$ cat src/rtl/plaintext_drawer.sv
`default_nettype none
// +----------------------------------------------------------------------------+
// | plaintext_drawer: renders a latched 128-bit plaintext as 16 8x8 glyphs    |
// | Revision: 1.0                                                              |
// +----------------------------------------------------------------------------+
module plaintext_drawer #(
    parameter logic [8:0] X0 = 9'd32,
    parameter logic [7:0] Y0 = 8'd100,
    parameter logic       FG = 1'b1
) (
    input  logic         clk,
    input  logic         reset_n,
    input  logic         dpt,
    input  logic [127:0] plaintext,
    output logic         ddpt,
    output logic [10:0]  font_addr,
    input  logic [7:0]   font_data,
    output logic         wr_en,
    input  logic         wr_ready,
    output logic [8:0]   wr_x,
    output logic [7:0]   wr_y,
    output logic         wr_color
);

    localparam logic [2:0] C_IDLE  = 3'd0;
    localparam logic [2:0] C_FETCH = 3'd1;
    localparam logic [2:0] C_LOAD  = 3'd2;
    localparam logic [2:0] C_PIXEL = 3'd3;
    localparam logic [2:0] C_DONE  = 3'd4;

    logic [2:0]   state_q, state_d;
    logic [127:0] text_q, text_d;
    logic [3:0]   char_idx_q, char_idx_d;
    logic [2:0]   row_q, row_d;
    logic [2:0]   col_q, col_d;
    logic [7:0]   shift_q, shift_d;
    logic         wr_en_q, wr_en_d;
    logic [8:0]   wr_x_q, wr_x_d;
    logic [7:0]   wr_y_q, wr_y_d;
    logic         wr_color_q, wr_color_d;

    logic         w_xfer;
    logic         w_last_pixel;
    logic [6:0]   w_char_msb;
    logic [7:0]   w_char;

    assign w_xfer       = wr_en_q && wr_ready;
    assign w_last_pixel = (col_q == 3'd7) && (row_q == 3'd7) && (char_idx_q == 4'd15);
    // Character 0 sits in the top byte, so the index counts down from bit 127.
    assign w_char_msb   = 7'd127 - {char_idx_q, 3'b000};
    assign w_char       = text_q[w_char_msb -: 8];

    always_ff @(posedge clk or negedge reset_n) begin
        if (!reset_n) begin
            state_q <= C_IDLE;
        end else begin
            state_q <= state_d;
        end
    end

    always_comb begin
        state_d = state_q;
        case (state_q)
            C_IDLE:  if (dpt) state_d = C_FETCH;
            C_FETCH: state_d = C_LOAD;
            C_LOAD:  state_d = C_PIXEL;
            C_PIXEL: begin
                if (w_xfer && (col_q == 3'd7)) begin
                    state_d = w_last_pixel ? C_DONE : C_FETCH;
                end
            end
            C_DONE:  if (!dpt) state_d = C_IDLE;
            default: state_d = C_IDLE;
        endcase
    end

    always_comb begin
        ddpt      = (state_q == C_DONE);
        font_addr = (state_q == C_FETCH) ? {w_char, row_q} : 11'd0;
    end

    always_comb begin
        text_d     = text_q;
        char_idx_d = char_idx_q;
        row_d      = row_q;
        col_d      = col_q;
        shift_d    = shift_q;
        wr_en_d    = wr_en_q;
        wr_x_d     = wr_x_q;
        wr_y_d     = wr_y_q;
        wr_color_d = wr_color_q;
        case (state_q)
            C_IDLE: begin
                if (dpt) begin
                    text_d     = plaintext;
                    char_idx_d = 4'd0;
                    row_d      = 3'd0;
                    col_d      = 3'd0;
                end
            end
            C_LOAD: begin
                // The first pixel of the row is registered here so PIXEL starts valid.
                shift_d    = font_data;
                col_d      = 3'd0;
                wr_en_d    = 1'b1;
                wr_x_d     = X0 + {2'b00, char_idx_q, 3'b000};
                wr_y_d     = Y0 + {5'b00000, row_q};
                wr_color_d = font_data[7] ? FG : ~FG;
            end
            C_PIXEL: begin
                if (w_xfer) begin
                    shift_d = {shift_q[6:0], 1'b0};
                    if (col_q != 3'd7) begin
                        col_d      = col_q + 3'd1;
                        wr_x_d     = wr_x_q + 9'd1;
                        wr_color_d = shift_q[6] ? FG : ~FG;
                    end else begin
                        wr_en_d = 1'b0;
                        col_d   = 3'd0;
                        if (row_q != 3'd7) begin
                            row_d = row_q + 3'd1;
                        end else begin
                            row_d      = 3'd0;
                            char_idx_d = char_idx_q + 4'd1;
                        end
                    end
                end
            end
            default: ;
        endcase
    end

    always_ff @(posedge clk or negedge reset_n) begin
        if (!reset_n) begin
            text_q     <= 128'd0;
            char_idx_q <= 4'd0;
            row_q      <= 3'd0;
            col_q      <= 3'd0;
            shift_q    <= 8'd0;
            wr_en_q    <= 1'b0;
            wr_x_q     <= 9'd0;
            wr_y_q     <= 8'd0;
            wr_color_q <= 1'b0;
        end else begin
            text_q     <= text_d;
            char_idx_q <= char_idx_d;
            row_q      <= row_d;
            col_q      <= col_d;
            shift_q    <= shift_d;
            wr_en_q    <= wr_en_d;
            wr_x_q     <= wr_x_d;
            wr_y_q     <= wr_y_d;
            wr_color_q <= wr_color_d;
        end
    end

    assign wr_en    = wr_en_q;
    assign wr_x     = wr_x_q;
    assign wr_y     = wr_y_q;
    assign wr_color = wr_color_q;

endmodule
`default_nettype wire

$ cat config.mk
export PLATFORM = sky130hd
export DESIGN_NAME = plaintext_drawer
export DESIGN_NICKNAME = d
export VERILOG_FILES = /design/src/rtl/plaintext_drawer.sv
export SDC_FILE = /design/constraint.sdc
export NUM_CORES = 1
export LEC_CHECK = 0
export ABC_AREA = 1
export BUFFER_PORTS_ARGS = -buffer_cell sky130_fd_sc_hd__buf_4
export CELL_PAD_IN_SITES_DETAIL_PLACEMENT = 2
export CELL_PAD_IN_SITES_GLOBAL_PLACEMENT = 2
export CORE_MARGIN = 1
export CORE_UTILIZATION = 31
export DETAILED_ROUTE_END_ITERATION = 8
export GPL_TIMING_DRIVEN = 0
export HOLD_SLACK_MARGIN = 0.02
export MAX_ROUTING_LAYER = met4
export PLACE_DENSITY_LB_ADDON = 0.1
export SYNTH_ARGS = -nofsm -noshare
export SYNTH_HDL_FRONTEND = slang
export SYNTH_SLANG_ARGS = --single-unit
$ cat constraint.sdc
create_clock -name clk -period 1.85 [get_ports clk]
set_input_delay 0.37 -clock clk [delete_from_list [all_inputs] [get_ports clk]]
set_output_delay 0.37 -clock clk [all_outputs]
set_load 0.01 [all_outputs]
==> impl_results.md <==
* Status: finished, violations left
* Failing checks: setup timing
* Via count at 8,206
* Slew Viols, Final at 0
* # fillers at between 2,000 and 3,000
* Layout cells sized above 1 at 0.3455
* H-tree levels at 4
* Synth top cells by count: 311 x nand2_1, 164 x dfrtp_1, 158 x inv_1, 131 x nand3_1, 126 x o21ai_1
* Yosys cell types at 34
* Top_reg_cell synth: dfrtp_1
* CP max FO at 5
* Core ar. at roughly 0.026 mm²
* Final period util at 1.322
* Critical path data required time at ~1500 ps
* Nets at between 1,000 and 1,500
* Setup CP Type: reg -> out
* Utilization after layout at 0.4595
* Non-filler instance count after layout at 1,623
* Ant. Diodes at 0
* Placed insts at between 1,500 and 2,000
* CTS Buf Count at 17
* Die ar. at 0.02719 mm²
* # DRC at 0
* Hold Fails Final Rpt at 0
* Initial antenna violation count at 0
* Initial core utilization at 0.3156
* First-pass GRT wire length at 51,600 µm
* Worst-path cell chain: inv_4 > buf_12 > buf_4 > nand2_1 > nand3_1 > nand3_1 > nand3_2 > a21oi_2 > buf_4
* R2R cell count at 10
* Endpoints failing setup at 23
* Crit path DAT at 2080 ps
* FP Rows at 59
* Synth Instances at 1,061
* Routability cong. at 0.8037
* Sequential element share of the synthesized area at 0.4989
* Syn Area/Cell at 7.752 µm²
* Synthesis Warnings at 0
* Flops & latches, synth at between 150 and 200
* Die W at 164.9 µm
* # clock sinks at 164
* Vias in the first global route at about 8,700
* Crit path largest cell delay at around 470 ps
* Clock skew at between 10 and 15 ps
* Rel. slew slack at 0.5825
* Count leader, synth: nand2_1
* Initial DRC Count at 467
* Hpwl dp at 22,830 µm
* Worst-Margin Slew at between 600 and 700 ps
* Fmax at around 0.4 GHz
* Overall Power at 13.82 mW
* Pin count of the biggest net entering global routing at 88
* EDFF count, synth at 0
* Worst vdd ir at 585.6 µV
* # port buffers at 168
* Clock transition at path regs at 70 ps
* Leakage Power at roughly 5.9 nW
* Max_cap viols at 0
* Root Buffer Master: clkbuf_16
* Gr usage total at 0.2676
* Max clock buf depth at 2
* Syn-to-layout area delta at 45.59%
* Routed len/inst at 22.61 µm
* Total global routing overflow at 0
* Routed WL at 36,690 µm
* Hold path depth at 3
* Startpoint Class: register
* IO Count at 171
* Clock latency on the worst-skew pair at 450 ps
* Synth top area cells: dfrtp_1 50%, nand2_1 14%, nand3_1 8.0%, o21ai_1 7.7%, inv_1 7.2%
* Fin crit period at 2447 ps
* Synth top area share at 0.4989
* Post-Syn Area at 0.008225 mm²
* Crit. End Element: primary output
* PnR worst setup slack at -596.5 ps
* Largest area contributor in the netlist: dfrtp_1
* TritonCTS clock tree: yes
* Post-DR vias/cell at around 5.1
* FFs w/ async S/R, synth at 1.000
* DRT Pass-1 Iters at 5
* Die extent in y at 164.9 µm
* RSZ-0062 raised after global routing: yes
* CP max-delay cell: dfrtp_2
* Worst hold-check path type: in -> reg
* Pwr/cell area at 1154 mW/mm²
* Final ANT Viol Nets at 0
area by class of cell:
class                   instances  area, µm²  area share
plain buffers                  62      733.2     0.06123
clock buffers                  20      456.7     0.03814
clock inverters                12      95.09    0.007941
inverters                     163      620.6     0.05182
multi-input cells             672       3884      0.3243
flip-flops and latches        164       4108      0.3430
well taps                     335      419.2     0.03500
repair buffers                195       1659      0.1385
registers in the layout (all words and copies together) (netlist names):
signal	flops
text_q	128
wr_x	9
shift_q	7
wr_y	5
char_idx_q	4
col_q	3
row_q	3
state_q	3
wr_color	1
wr_en	1
layer usage:
| layer | share of wire | wire, µm | global-route usage | vias up |
|---|---|---|---|---|
| li1 | - | - | - | 3774 |
| met1 | 0.44 | 16170 | 0.3472 | 4076 |
| met2 | 0.48 | 17560 | 0.4276 | 269 |
| met3 | 0.040 | 1475 | 0.03365 | 87 |
| met4 | 0.041 | 1489 | 0.09842 | 0 |
| met5 | 0 | 0 | - | - |
power by group:
group / internal (mW) / switching [mW]
Sequential: 4.51 / 0.454
Clock: 1.81 / 1.67
Combinational: 2.04 / 3.33
critical path: cells and delay by family (launching register included):
kind	cells	cell delay [ps]
buffers and inverters	4	530
AOI/OAI and AO/OA	1	210
and+or+nand+nor	4	410
DFF	1	470
per-stage QoR:
| step | instance area (µm²) | setup slack (ps) | hold WS, ps | TNS (ps) |
|---|---|---|---|---|
| floorplan | 8229 | 109.9 | 74.41 | 0 |
| global placement | 9910 | -830.1 | 467.1 | -111260 |
| detailed placement | 9945 | -853.4 | 397.1 | -6251 |
| CTS | 11540 | -491.3 | 129.6 | -3823 |
| global route | 11980 | -638.9 | 132.6 | -7370 |
| finish | 11980 | -596.5 | 131.9 | -4915 |
worst paths after layout:
check,startpoint,to,slack (ps)
max,char_idx_q[0]$_DFFE_PN0P_,font_addr[6],-600
min,plaintext[88],text_q[88]$_DFFE_PN0P_,130
max reg2reg,state_q[0]$_DFFE_PN0P_,text_q[36]$_DFFE_PN0P_,-120
min reg2reg,wr_color$_DFFE_PN0P_,wr_color$_DFFE_PN0P_,500
max in group asynchronous,reset_n,char_idx_q[2]$_DFFE_PN0P_,440
min in group asynchronous,reset_n,text_q[9]$_DFFE_PN0P_,500
cell usage in the layout, fill, tap and decap left out, types with 20 or more instances in the layout:
master / instances
buf_4: 187
buf_6: 33
clkbuf_16: 24
dfrtp_1: 161
inv_1: 154
nand2_1: 279
nand2_2: 31
nand3_1: 43
nand3_2: 69
nand3_4: 20
o21ai_0: 28
o21ai_1: 126
cells by family (layout without fill, tap and decap cells):
group / Yosys count / in the layout / share of synthesized area
AO/OA/AOI/OAI: 175 / 175 / 0.1092
multiplexers: 1 / 1 / 0.001217
adder cells (fa/ha/maj): 7 / 7 / 0.01065
AND/OR/NAND/NOR: 484 / 484 / 0.2502
buffers and inverters: 226 / 452 / 0.1261
other: 1 / 2 / 0.0004559
flip-flops: 164 / 164 / 0.4989
XOR/XNOR: 3 / 3 / 0.003195
what timing repair did:
action / CTS / global route
resized for setup: 199 / 79
gates cloned: 4 / 3
endpoints found under the hold margin: 77 / 0
pin swaps: 33 / 27
hold buffers: 1 / 0
buffers inserted: 14 / 4
setup endpoints to repair: 12 / 77
(Power assumes the default switching activity.)
